## config.mk

```make
export PLATFORM = sky130hd
export DESIGN_NAME = pacman_motion_ctrl
export DESIGN_NICKNAME = d
export VERILOG_FILES = /design/src/rtl/pacman_pkg.sv /design/src/rtl/pacman_dir_arbiter.sv /design/src/rtl/pacman_motion_ctrl.sv
export SDC_FILE = /design/constraint.sdc
export NUM_CORES = 1
export LEC_CHECK = 0
export ABC_AREA = 1
export CAP_MARGIN = 20
export CELL_PAD_IN_SITES_DETAIL_PLACEMENT = 1
export CELL_PAD_IN_SITES_GLOBAL_PLACEMENT = 1
export CORE_MARGIN = 1.5
export CORE_UTILIZATION = 30
export CTS_CLUSTER_SIZE = 25
export DETAILED_ROUTE_END_ITERATION = 10
export PLACE_DENSITY = 0.68
export SLEW_MARGIN = 40
export SYNTH_ARGS = -nofsm -noshare
export SYNTH_HDL_FRONTEND = slang
export SYNTH_SLANG_ARGS = --single-unit
```

## constraint.sdc

```tcl
create_clock -name clk -period 7.62 [get_ports clk]
set_input_delay 0.762 -clock clk [delete_from_list [all_inputs] [get_ports clk]]
set_output_delay 0.762 -clock clk [all_outputs]
set_load 0.02 [all_outputs]
```

## src/rtl/pacman_pkg.sv

```systemverilog
// -----------------------------------------------------------------------------
// pacman_pkg
// Shared definitions for the character motion stage:
//   - one-hot direction encodings {Left, Down, Up, Right}, DIR_NONE = stopped
//   - dir_opposite(): reverse heading lookup
//   - dir_is_onehot(): legality test for a requested direction
//   - default map geometry (TILE_PX_DEF, MAP_COLS_DEF)
//   - motion FSM state encoding
// -----------------------------------------------------------------------------
`timescale 1ns/1ps

package pacman_pkg;

    typedef logic [3:0] dir_t;

    localparam dir_t DIR_NONE  = 4'b0000;
    localparam dir_t DIR_RIGHT = 4'b0001;
    localparam dir_t DIR_UP    = 4'b0010;
    localparam dir_t DIR_DOWN  = 4'b0100;
    localparam dir_t DIR_LEFT  = 4'b1000;

    localparam int TILE_PX_DEF  = 16;
    localparam int MAP_COLS_DEF = 80;

    // Motion FSM states
    localparam logic [1:0] ST_SETTLE = 2'd0;
    localparam logic [1:0] ST_READY  = 2'd1;
    localparam logic [1:0] ST_MOVE   = 2'd2;

    function automatic dir_t dir_opposite(input dir_t d);
        dir_t r;
        case (d)
            DIR_RIGHT: r = DIR_LEFT;
            DIR_LEFT:  r = DIR_RIGHT;
            DIR_UP:    r = DIR_DOWN;
            DIR_DOWN:  r = DIR_UP;
            default:   r = DIR_NONE;
        endcase
        return r;
    endfunction

    function automatic logic dir_is_onehot(input dir_t d);
        return (d != DIR_NONE) && ((d & (d - 4'd1)) == DIR_NONE);
    endfunction

endpackage

```

## src/rtl/pacman_dir_arbiter.sv

```systemverilog
// -----------------------------------------------------------------------------
// pacman_dir_arbiter
// Combinational heading decision, evaluated by the motion controller in its
// MOVE cycle. First matching rule wins:
//   reversal (any position) > requested turn (aligned) > keep heading
//   (aligned) > stop (aligned) > keep heading (mid-tile, walls ignored).
// Ports:
//   cur_dir_i     current heading (one-hot, 0 = stopped)
//   req_dir_i     live request, used only for the reversal rule
//   turn_req_i    request considered for a turn at a tile centre
//   valid_moves_i legal directions from the detector
//   aligned_i     position is on a tile boundary in both axes
//   next_dir_o    heading after this move
//   stop_o        character stops against a wall (pos must not change)
// -----------------------------------------------------------------------------
`timescale 1ns/1ps

module pacman_dir_arbiter
    import pacman_pkg::*;
(
    input  logic [3:0] cur_dir_i,
    input  logic [3:0] req_dir_i,
    input  logic [3:0] turn_req_i,
    input  logic [3:0] valid_moves_i,
    input  logic       aligned_i,
    output logic [3:0] next_dir_o,
    output logic       stop_o
);

    logic req_onehot;
    logic turn_onehot;
    logic reverse;

    assign req_onehot  = dir_is_onehot(req_dir_i);
    assign turn_onehot = dir_is_onehot(turn_req_i);
    // dir_opposite(DIR_NONE) is DIR_NONE, so a stopped character never "reverses".
    assign reverse     = req_onehot && (req_dir_i == dir_opposite(cur_dir_i));

    always_comb begin
        next_dir_o = cur_dir_i;
        stop_o     = 1'b0;
        if (reverse) begin
            next_dir_o = req_dir_i;
        end else if (aligned_i) begin
            if (turn_onehot && ((turn_req_i & valid_moves_i) != DIR_NONE)) begin
                next_dir_o = turn_req_i;
            end else if ((cur_dir_i & valid_moves_i) != DIR_NONE) begin
                next_dir_o = cur_dir_i;
            end else begin
                next_dir_o = DIR_NONE;
                stop_o     = 1'b1;
            end
        end
    end

endmodule

```

## src/rtl/pacman_motion_ctrl.sv

```systemverilog
// -----------------------------------------------------------------------------
// pacman_motion_ctrl
// Movement stage for one character. Holds the display position, feeds it to
// the valid-move detector, waits for the detector to settle, then advances
// by STEP_PX on each move_tick using the rules in pacman_dir_arbiter.
// X wraps around through the tunnel; Y is bounded by the wall border.
//
// Ports:
//   clk, rst_n   clock, asynchronous active-low reset
//   move_tick    one-cycle step request (captured one-deep if busy)
//   req_dir      requested direction, one-hot {L,D,U,R}; non-one-hot = none
//   valid_moves  legal directions for the current pos (detector output)
//   pos_x/pos_y  registered position (also drives the detector)
//   cur_dir      heading, one-hot, 0 = stopped
//   step_done    one-cycle pulse after each MOVE
//   blocked      high while stopped against a wall
//
// Optional build macro: PACMAN_TURN_BUFFER_EN -- remembers a one-hot request
// that could not be taken yet and retries it at each later tile centre.
// -----------------------------------------------------------------------------
`timescale 1ns/1ps

module pacman_motion_ctrl
    import pacman_pkg::*;
#(
    parameter int          TILE_PX  = TILE_PX_DEF,
    parameter int          STEP_PX  = 2,
    parameter int          MAP_COLS = MAP_COLS_DEF,
    parameter int          MAP_LAT  = 2,
    parameter logic [10:0] START_X  = 11'd624,
    parameter logic [9:0]  START_Y  = 10'd368
)
(
    input  logic        clk,
    input  logic        rst_n,
    input  logic        move_tick,
    input  logic [3:0]  req_dir,
    input  logic [3:0]  valid_moves,
    output logic [10:0] pos_x,
    output logic [9:0]  pos_y,
    output logic [3:0]  cur_dir,
    output logic        step_done,
    output logic        blocked
);

    localparam int               TILE_BITS   = $clog2(TILE_PX);
    localparam int               CNT_W       = (MAP_LAT < 2) ? 1 : $clog2(MAP_LAT + 1);
    localparam logic [CNT_W-1:0] SETTLE_LOAD = CNT_W'(MAP_LAT);
    localparam logic [11:0]      X_SPAN      = 12'(MAP_COLS * TILE_PX);
    localparam logic [11:0]      STEP_X12    = 12'(STEP_PX);
    localparam logic [10:0]      STEP_X      = 11'(STEP_PX);
    localparam logic [10:0]      X_LEFT_WRAP = 11'(MAP_COLS * TILE_PX - STEP_PX);
    localparam logic [9:0]       STEP_Y      = 10'(STEP_PX);

    logic [1:0]       state_q,     state_d;
    logic [CNT_W-1:0] cnt_q,       cnt_d;
    logic             pending_q,   pending_d;
    logic [10:0]      pos_x_q,     pos_x_d;
    logic [9:0]       pos_y_q,     pos_y_d;
    logic [3:0]       dir_q,       dir_d;
    logic             step_done_q, step_done_d;
    logic             blocked_q,   blocked_d;

    logic        aligned;
    logic [3:0]  turn_req;
    logic [3:0]  arb_next_dir;
    logic        arb_stop;
    logic [11:0] x_plus;

    assign aligned = (pos_x_q[TILE_BITS-1:0] == '0) && (pos_y_q[TILE_BITS-1:0] == '0);
    // One bit wider than pos_x so the right-edge compare cannot overflow.
    assign x_plus  = {1'b0, pos_x_q} + STEP_X12;

`ifdef PACMAN_TURN_BUFFER_EN
    logic [3:0] turn_buf_q, turn_buf_d;
    logic       req_onehot;

    assign req_onehot = dir_is_onehot(req_dir);
    // A live one-hot request always wins; otherwise retry the remembered one.
    assign turn_req   = req_onehot ? req_dir : turn_buf_q;

    always_comb begin
        turn_buf_d = turn_buf_q;
        if (state_q == ST_MOVE) begin
            if (req_onehot) begin
                // Taken (turn, reversal or same heading) empties the buffer,
                // otherwise the new request overwrites it.
                turn_buf_d = (arb_next_dir == req_dir) ? DIR_NONE : req_dir;
            end else if (aligned && (turn_buf_q != DIR_NONE) && (arb_next_dir == turn_buf_q)) begin
                turn_buf_d = DIR_NONE;
            end
        end else if (req_onehot) begin
            turn_buf_d = req_dir;
        end
    end

    always_ff @(posedge clk or negedge rst_n) begin
        if (!rst_n) begin
            turn_buf_q <= DIR_NONE;
        end else begin
            turn_buf_q <= turn_buf_d;
        end
    end
`else
    // The arbiter rejects non-one-hot requests itself.
    assign turn_req = req_dir;
`endif

    pacman_dir_arbiter u_arbiter (
        .cur_dir_i     (dir_q),
        .req_dir_i     (req_dir),
        .turn_req_i    (turn_req),
        .valid_moves_i (valid_moves),
        .aligned_i     (aligned),
        .next_dir_o    (arb_next_dir),
        .stop_o        (arb_stop)
    );

    always_comb begin
        state_d     = state_q;
        cnt_d       = cnt_q;
        pending_d   = pending_q;
        pos_x_d     = pos_x_q;
        pos_y_d     = pos_y_q;
        dir_d       = dir_q;
        step_done_d = 1'b0;
        blocked_d   = blocked_q;

        case (state_q)
            ST_SETTLE: begin
                // valid_moves is still catching up with the last pos change.
                if (move_tick) begin
                    pending_d = 1'b1;
                end
                if (cnt_q <= CNT_W'(1)) begin
                    state_d = ST_READY;
                end else begin
                    cnt_d = cnt_q - CNT_W'(1);
                end
            end

            ST_READY: begin
                if (move_tick || pending_q) begin
                    state_d   = ST_MOVE;
                    pending_d = 1'b0;
                end
            end

            ST_MOVE: begin
                if (move_tick) begin
                    pending_d = 1'b1;
                end
                state_d     = ST_SETTLE;
                cnt_d       = SETTLE_LOAD;
                step_done_d = 1'b1;
                dir_d       = arb_next_dir;
                if (arb_stop) begin
                    blocked_d = 1'b1;
                end else if (arb_next_dir != DIR_NONE) begin
                    blocked_d = 1'b0;
                    case (arb_next_dir)
                        DIR_RIGHT: pos_x_d = (x_plus >= X_SPAN) ? 11'd0 : x_plus[10:0];
                        DIR_LEFT:  pos_x_d = (pos_x_q == 11'd0) ? X_LEFT_WRAP : pos_x_q - STEP_X;
                        DIR_DOWN:  pos_y_d = pos_y_q + STEP_Y;
                        DIR_UP:    pos_y_d = pos_y_q - STEP_Y;
                        default:   pos_x_d = pos_x_q;
                    endcase
                end
            end

            default: begin
                state_d = ST_SETTLE;
                cnt_d   = SETTLE_LOAD;
            end
        endcase
    end

    always_ff @(posedge clk or negedge rst_n) begin
        if (!rst_n) begin
            state_q     <= ST_SETTLE;
            cnt_q       <= SETTLE_LOAD;
            pending_q   <= 1'b0;
            pos_x_q     <= START_X;
            pos_y_q     <= START_Y;
            dir_q       <= DIR_NONE;
            step_done_q <= 1'b0;
            blocked_q   <= 1'b0;
        end else begin
            state_q     <= state_d;
            cnt_q       <= cnt_d;
            pending_q   <= pending_d;
            pos_x_q     <= pos_x_d;
            pos_y_q     <= pos_y_d;
            dir_q       <= dir_d;
            step_done_q <= step_done_d;
            blocked_q   <= blocked_d;
        end
    end

    assign pos_x     = pos_x_q;
    assign pos_y     = pos_y_q;
    assign cur_dir   = dir_q;
    assign step_done = step_done_q;
    assign blocked   = blocked_q;

endmodule

```

==> results of run 1 <==
[final timing paths]
kind                            cells after the start         to  slack, ns        from
worst max-delay path                               24   pos_y[9]       3.59  req_dir[0]
worst min-delay path                                1  step_done       0.49  state_q[0]
worst max register to register                     22   pos_y[9]       4.07    pos_x[1]
worst min register to register                      1  step_done       0.49  state_q[0]
max in group asynchronous                           2   pos_y[8]       6.42       rst_n
min in group asynchronous                           2   pos_x[8]       0.87       rst_n
[cells in the mapped netlist, types with 2 or more instances]
cell | count | area [um^2]
nor2_1 | 26 | 97.6
nand2_2 | 21 | 131
nand2_4 | 4 | 45.0
nand3b_1 | 5 | 37.5
nor2_4 | 3 | 33.8
a31oi_1 | 2 | 12.5
nor3_1 | 5 | 25.0
inv_1 | 34 | 128
xnor2_1 | 4 | 35.0
nor2_2 | 7 | 43.8
ha_1 | 10 | 125
xor2_1 | 12 | 105
dfrtp_1 | 21 | 526
inv_2 | 7 | 26.3
buf_2 | 2 | 10.0
a21oi_1 | 8 | 40.0
dfstp_2 | 9 | 236
buf_12 | 2 | 40.0
nand3_1 | 23 | 115
buf_4 | 4 | 30.0
nand4_1 | 6 | 37.5
o21ai_2 | 10 | 87.6
nand2_1 | 117 | 439
o21ai_0 | 16 | 80.1
[layer usage]
metal	wire (um)	GRT usage (%)	up-vias
met5	0	0	-
met4	64	3.68	0
met3	201	2.79	7
met2	3080	26.7	35
met1	3320	22.1	1120
li1	-	-	1228
[flip-flops by register name (all words and copies together) (netlist names)]
signal and cells:
cnt_q 2, blocked 1, state_q 2, cur_dir 4, pos_x 10, pos_y 9, pending_q 1, step_done 1
[kinds of logic after synthesis]
kind of cell | Yosys count
AOI/OAI and AO/OA | 39
and+or+nand+nor | 219
buffers and inverters | 50
adders and majority gates | 11
xor gates and xnor gates | 16
DFF | 30
other | 1
[per-stage QoR]
stage	setup WS, ns	total power [mW]	instances	instance area (um^2)
2_1_floorplan	4.35	0.885	367	2570
3_3_place_gp	3.39	1.09	499	2980
3_5_place_dp	3.26	1.11	499	2980
4_1_cts	3.54	1.29	507	3090
5_1_grt	3.15	1.39	507	3090
6_report	3.59	1.27	507	3090
[final cells by class]
class,instances,area share [%]
Clock buffer,5,2.23
Inverter,41,4.98
Timing Repair Buffer,36,11.6
Clock inverter,3,1.46
Multi-Input combinational cell,287,50.8
Sequential cell,30,24.7
Tap cell,105,4.25
[worst max-delay path: cells and delay by family]
kind / cells / cell delay (ns)
compound gates: 4 / 0.59
buf+inv: 3 / 0.92
simple gates: 16 / 1.57
fa+ha+maj: 1 / 0.33
[power by group through the flow]
stage | Combinational [mW] | Sequential (mW) | Clock [mW]
6_report | 0.776 | 0.320 | 0.169
5_1_grt | 0.878 | 0.335 | 0.180
4_1_cts | 0.789 | 0.322 | 0.176
3_5_place_dp | 0.783 | 0.324 | 0
3_3_place_gp | 0.764 | 0.324 | 0
2_1_floorplan | 0.531 | 0.354 | 0
==> results, run 1 <==
- The run finished with clean final reports.
- After technology mapping, the gate count stands at 366.
- The xor and xnor fraction of the mapped netlist area is 5.46%.
- The root cell of the clock tree is clkbuf_8.
- The final wirelength is 6660 um.
- The worst setup path is captured at a flop.
- The mux share of post-synthesis cell area is 0%.
- The top achievable clock speed is 0.248 GHz.
- In the final routed layout, each cell accounts on average for 13.1 um.
- The multi-input combinational cells in the finished layout cover a total of 1570 um^2.
- The H-tree level count is 2.
- The clock insertion delay at the later pin of the skew report is 0.29 ns.
- The static leakage is 1.54 nW.
- The number of antenna violations at the first check in global routing is 0.
- The detailed-placement wirelength estimate is 5020 um.
- Summed over all layers, the global routing overflow is 0.
- The number of antenna diodes in the final layout is 0.
- The net load switching power is 629 uW.
- The switching power as a share of total power is 49.7%.
- The synthesized netlist devotes 9.41% of its cell area to compound gates.
- The total power per unit cell area is 410 nW/um^2.
- Setup violations remaining at the end of the flow were counted as 0.
- The slowest stage of the critical path belongs to the cell clkdlybuf4s50_1.
- The total die area is 9120 um^2.
- The TritonCTS clock tree is done.
- The clock network burns 13.4% of the power.
- The path class of the tightest hold or removal check is reg -> reg.
- STA classifies the critical path startpoint as an input pin.
- The initial utilization of the core area, before any placement, comes to 31.1%.
- The number of hold violations in the final report is 0.
- The floorplan core area is 8260 um^2.
- In the synthesized netlist the dominant register cell turns out to be dfrtp_1.
- The total area of sequential cells is 762 um^2.
- Entering global routing, the biggest net connects 31 pins.
- The post-cts hold buffer count is 0.
- Max-cap violations in this run came to 0.
- The post-synthesis share of cell area spent on full adders, half adders and majority gates is 5.66%.
- The congestion estimate from routability-driven global placement came to 0.816.
- The total of warnings raised by yosys is 0.
- For this block, the initial DRC count from the detailed router was 68.
- Synthesis inferred 30 register bits.
- After synthesis, the largest family of logic cells by area is simple AND/OR/NAND/NOR gates.
- The synthesized netlist devotes 40.4% of its cell area to simple gates.
- In the layout the commonest cells are nand2_1 (117), clkdlybuf4s50_1 (35), inv_1 (34).
- Leaving out fill and tap cells, the most frequent cell in the layout is nand2_1.
- For this run, the share of the core covered by cells in the final layout is 37.4%.
- The number of global-route vias before repair is 2410.
- Dividing the final minimum period by the clock period gives 52.9%.
- The worst path in the final design needs a cycle of 4.03 ns, including I/O delays and setup.
- The clock net in this run drives a total of 30 sinks.
- In the global route stage, overall resource usage came out at 16.2%.
- Post-CTS timing repair inserted 0 buffers for setup.
- The post-cts gate resize count is 0.
- The category of the most critical setup path is in -> reg.
- Along the worst path, the maximum fanout reaches 9.
- The width of the chip is 95.5 um.
- The arrival time at the worst endpoint is 4.21 ns.
- The tightest hold path in the finished design has a slack of 0.490 ns.
- In this run the vertical extent of the chip is 95.5 um.
- At the worst endpoint, the required time is 7.80 ns.
- Setup repair after global routing left no endpoint under its margin.
- The sequential cell area fraction in the yosys report is 29.7%.
- Walking the worst path, the cells encountered are clkdlybuf4s50_1 > inv_1 > nand2_1 > nand2_1 > nand2_2 > nand4_2 > nand3_1 > nand2_2 > nor2_2 > nand2_2 > inv_1 > ha_1 > a21oi_1 > nand2_1 > a21oi_1 > o21bai_1 > nand2_1 > nand2_1 > nand2_1 > nand2_1 > nand3_1 > nand2_1 > o21ai_0 > nand2_1.
- The I/O pin count is 38.
- The number of placement rows is 33.
- The mean number of vias per cell is 4.71.
- The detailed router placed 2390 vias in this run.
- The fraction of registers with async set/reset is 100%.
- The first global-routing pass estimated 11500 um of wire.
- In this run the cell area of the synthesized design comes to 2570 um^2.
- Compared with the post-synthesis result, the final layout area differs by 20.4%.
- The internal power consumption is 637 uW.
- The synthesized netlist contains 32 unique library cells.
- The total negative setup slack is 0 ns.
- Input and output buffers added on the ports amount to 35.
- Sequential cells burn 25.3% of the power.
- Counting flops with a built-in enable in the synthesized netlist gives 0.
- The first TritonRoute pass finished after 4 iterations.
- The maximum resistive drop on vdd is 195 uV.
- The share of power burned in combinational logic is 61.3%.
- The filler cell count in the final layout is 1072.
- In this run the remaining antenna-violating nets after routing total 0.
- The post-detailed-route DRC marker count is 0.
- A synthesized cell averages 7.01 um^2.
- Cells with a size suffix above 1 make up 17.9% of the layout.
- The number of nets at the end of the flow is 423.
- Among the stages of the critical path, the cell type that occurs most often is nand2_1.
- The clock-pin slew reported for the worst setup and hold paths after clock tree synthesis is 0.08 ns.
- The number of max-slew violations in the final report came to 0.
- The maximum clock skew at final layout is 0.0118 ns.
- For this run, the slowest stage of the critical path takes 0.59 ns.
- The worst-case clock buffer depth is 2.
- Clock tree synthesis inserted a total of 5 buffers.
(Power assumes the default switching activity.)
==> run 2, diff against run 1 <==
Clock period 7.62 ns to 4.2 ns, I/O delays scaled along.
==> results, run 2 (synthesized netlist as in run 1, its figures left out) <==
- The number of placement rows is 33 (unchanged).
- The worst setup slack after layout is 0.541 ns (-3.05 ns).
- The top achievable clock speed is 0.273 GHz.
- The initial cell density of the core is 31.1% (unchanged).
- The share of total power in sequential cells is 24.4% (-0.9 points).
- The maximum clock skew at final layout came to 0.00821 ns (-0.00362 ns).
- The post-CTS setup repair buffer count is 0 (unchanged).
- The slowest stage cell on the critical path is clkdlybuf4s50_1.
- The number of max-slew violations in the final report was 0 (unchanged).
- The kind of cell with the highest combined delay on the critical path is simple AND/OR/NAND/NOR gates.
- The clock-pin slew reported for the worst setup and hold paths after clock tree synthesis is 0.08 ns (about the same).
- The setup violation total in the final timing report is 0 (unchanged).
- The wire length of the first global-routing pass was 11700 um (+1.0%).
- The post-cts hold buffer count is 0 (unchanged).
- The share of power burned in combinational logic is 59.4% (-1.9 points).
- The overall global routing resource usage is 16.5% (+0.28 points).
- The path class of the tightest hold or removal check is reg -> reg.
- The slack of the worst reg-to-reg path is 0.65 ns (-3.42 ns).
- Setup repair after global routing left no endpoint under its margin.
- The arrival time at the worst endpoint is 3.85 ns (-0.36 ns).
- The detailed-router iteration count before antenna repair is 4 (unchanged).
- Of the available clock period, the critical path in the final layout requires 87.1%.
- The most common cell after layout, fill and taps aside is nand2_1.
- In the layout the commonest cells are nand2_1 (117), clkdlybuf4s50_1 (35), inv_1 (34).
- The mean number of vias per cell is 4.76 (+0.88%).
- The total negative setup slack came to 0 ns (unchanged).
- The post-detailed-route DRC marker count is 0 (unchanged).
- The static leakage is 1.56 nW (+1.4%).
- The total power per unit cell area came to 763 nW/um^2 (+86%).
- The total die area came to 9120 um^2 (unchanged).
- The initial detailed-routing violation count was 49 (-28%).
- The kind of start point of the critical path is an input pin.
- The worst setup timing slack at the placement stage is 0.172 ns (-3.09 ns).
- The reported max-cap violation count is 0 (unchanged).
- The switching power as a share of total power is 48.2% (-1.5 points).
- TritonCTS built the clock tree.
- The number of flip-flops in the largest register came to 10 (unchanged).
- The maximum fanout along the worst path came to 9 (unchanged).
- The number of antenna violations at the first check in global routing is 0 (unchanged).
- The category of the most critical setup path is in -> reg.
- The via count of the routed design was 2411 (+0.88%).
- The antenna cell count is 0 (unchanged).
- The floorplan core area was 8260 um^2 (unchanged).
- The root cell of the clock tree is clkbuf_8.
- The run finished with clean final reports.
- The worst-case clock buffer depth is 2 (unchanged).
- The net load switching power is 1.15 mW (+82%).
- The post-cts gate resize count is 0 (unchanged).
- The H-tree level count was 2 (unchanged).
- The cell occurring most often along the worst timing path is nand2_1.
- The number of nets at the end of the flow is 423 (unchanged).
- The critical path buffer and inverter count was 4 (+1).
- The maximum resistive drop on vdd is 359 uV (+84%).
- The fraction of layout cells with a size suffix above 1 is 17.9% (unchanged).
- The width of the chip is 95.5 um (unchanged).
- The count of buffers inserted at the top-level ports is 35 (unchanged).
- The number of hold violations in the final report was 0 (unchanged).
- The required time at the worst-slack endpoint is 4.39 ns (-3.41 ns).
- The layout overhead on the synthesized area is 21.5%.
- The number of global-route vias before repair is 2522 (+4.6%).
- The stage delay of the slowest cell on the critical path is 0.58 ns (about the same).
- The clock share of power is 16.2% (+2.8 points).
- The number of buffers added by the clock tree synthesis step is 5 (unchanged).
- The internal power consumption is 1.23 mW (+94%).
- The clock period could shrink to 3.66 ns.
- The detailed-placement wirelength estimate came to 5130 um (+2.2%).
- The overall die height is 95.5 um (unchanged).
- The pin count of the biggest net entering global routing was 31 (unchanged).
- The clock net sink count was 30 (unchanged).
- The final global-route overflow total is 0 (unchanged).
- The I/O pin count came to 38 (unchanged).
- The clock insertion delay at the later pin of the skew report is 0.29 ns (about the same).
- The last weighted congestion value of the routability-driven placer is 0.817 (+0.16%).
- The final wirelength was 6760 um (+1.4%).
- The post-detailed-route wirelength per cell is 13.3 um (+1.4%).
- The worst setup path is captured at a flop.
- The number of nets with antenna violations after routing is 0 (unchanged).
## run 2: final timing paths
kind | from | end | depth (start not counted)
min | state_q[0] | step_done | 1
max | req_dir[0] | pos_y[9] | 26
min reg2reg | state_q[0] | step_done | 1
max reg2reg | pos_x[3] | pos_y[9] | 24
min in group asynchronous | rst_n | pos_x[3] | 2
max in group asynchronous | rst_n | pos_x[6] | 2
## run 2: through the flow
| step | util (%) | hold WS (ns) | cell area (um^2) | total power, mW | instances |
|---|---|---|---|---|---|
| finish | 37.8 | 0.479 | 3120 | 2.38 | 507 |
| floorplan | - | 0.124 | 2570 | 1.61 | 367 |
| CTS | 37.8 | 0.490 | 3120 | 2.41 | 507 |
| global route | 37.8 | 0.506 | 3120 | 2.61 | 507 |
| global placement | 36.0 | 0.472 | 2980 | 1.98 | 499 |
| detailed placement | 36.0 | 0.478 | 2980 | 2.01 | 499 |
## run 2: power by group through the flow
stage | Sequential, mW | Clock, mW | Combinational (mW)
final | 0.581 | 0.385 | 1.41
after global routing | 0.603 | 0.402 | 1.61
after CTS | 0.581 | 0.393 | 1.43
after detailed placement | 0.585 | 0 | 1.43
after global placement | 0.587 | 0 | 1.39
after floorplan | 0.643 | 0 | 0.963
## run 2: metal layers
layer	GRT usage (%)	up-vias	wire, um
met4	5.27	0	81
met2	27.1	28	3140
met3	3.03	7	212
li1	-	1225	-
met5	0	-	0
met1	21.8	1151	3320
## run 2: final cells by class
cell class | instances | area (um^2)
fill | 1072 | 5140
multi-input combinational | 287 | 1570
sequential | 30 | 762
timing repair buffer | 36 | 358
inverter | 41 | 154
tap | 105 | 131
clock buffer | 6 | 82.6
clock inverter | 2 | 60.1
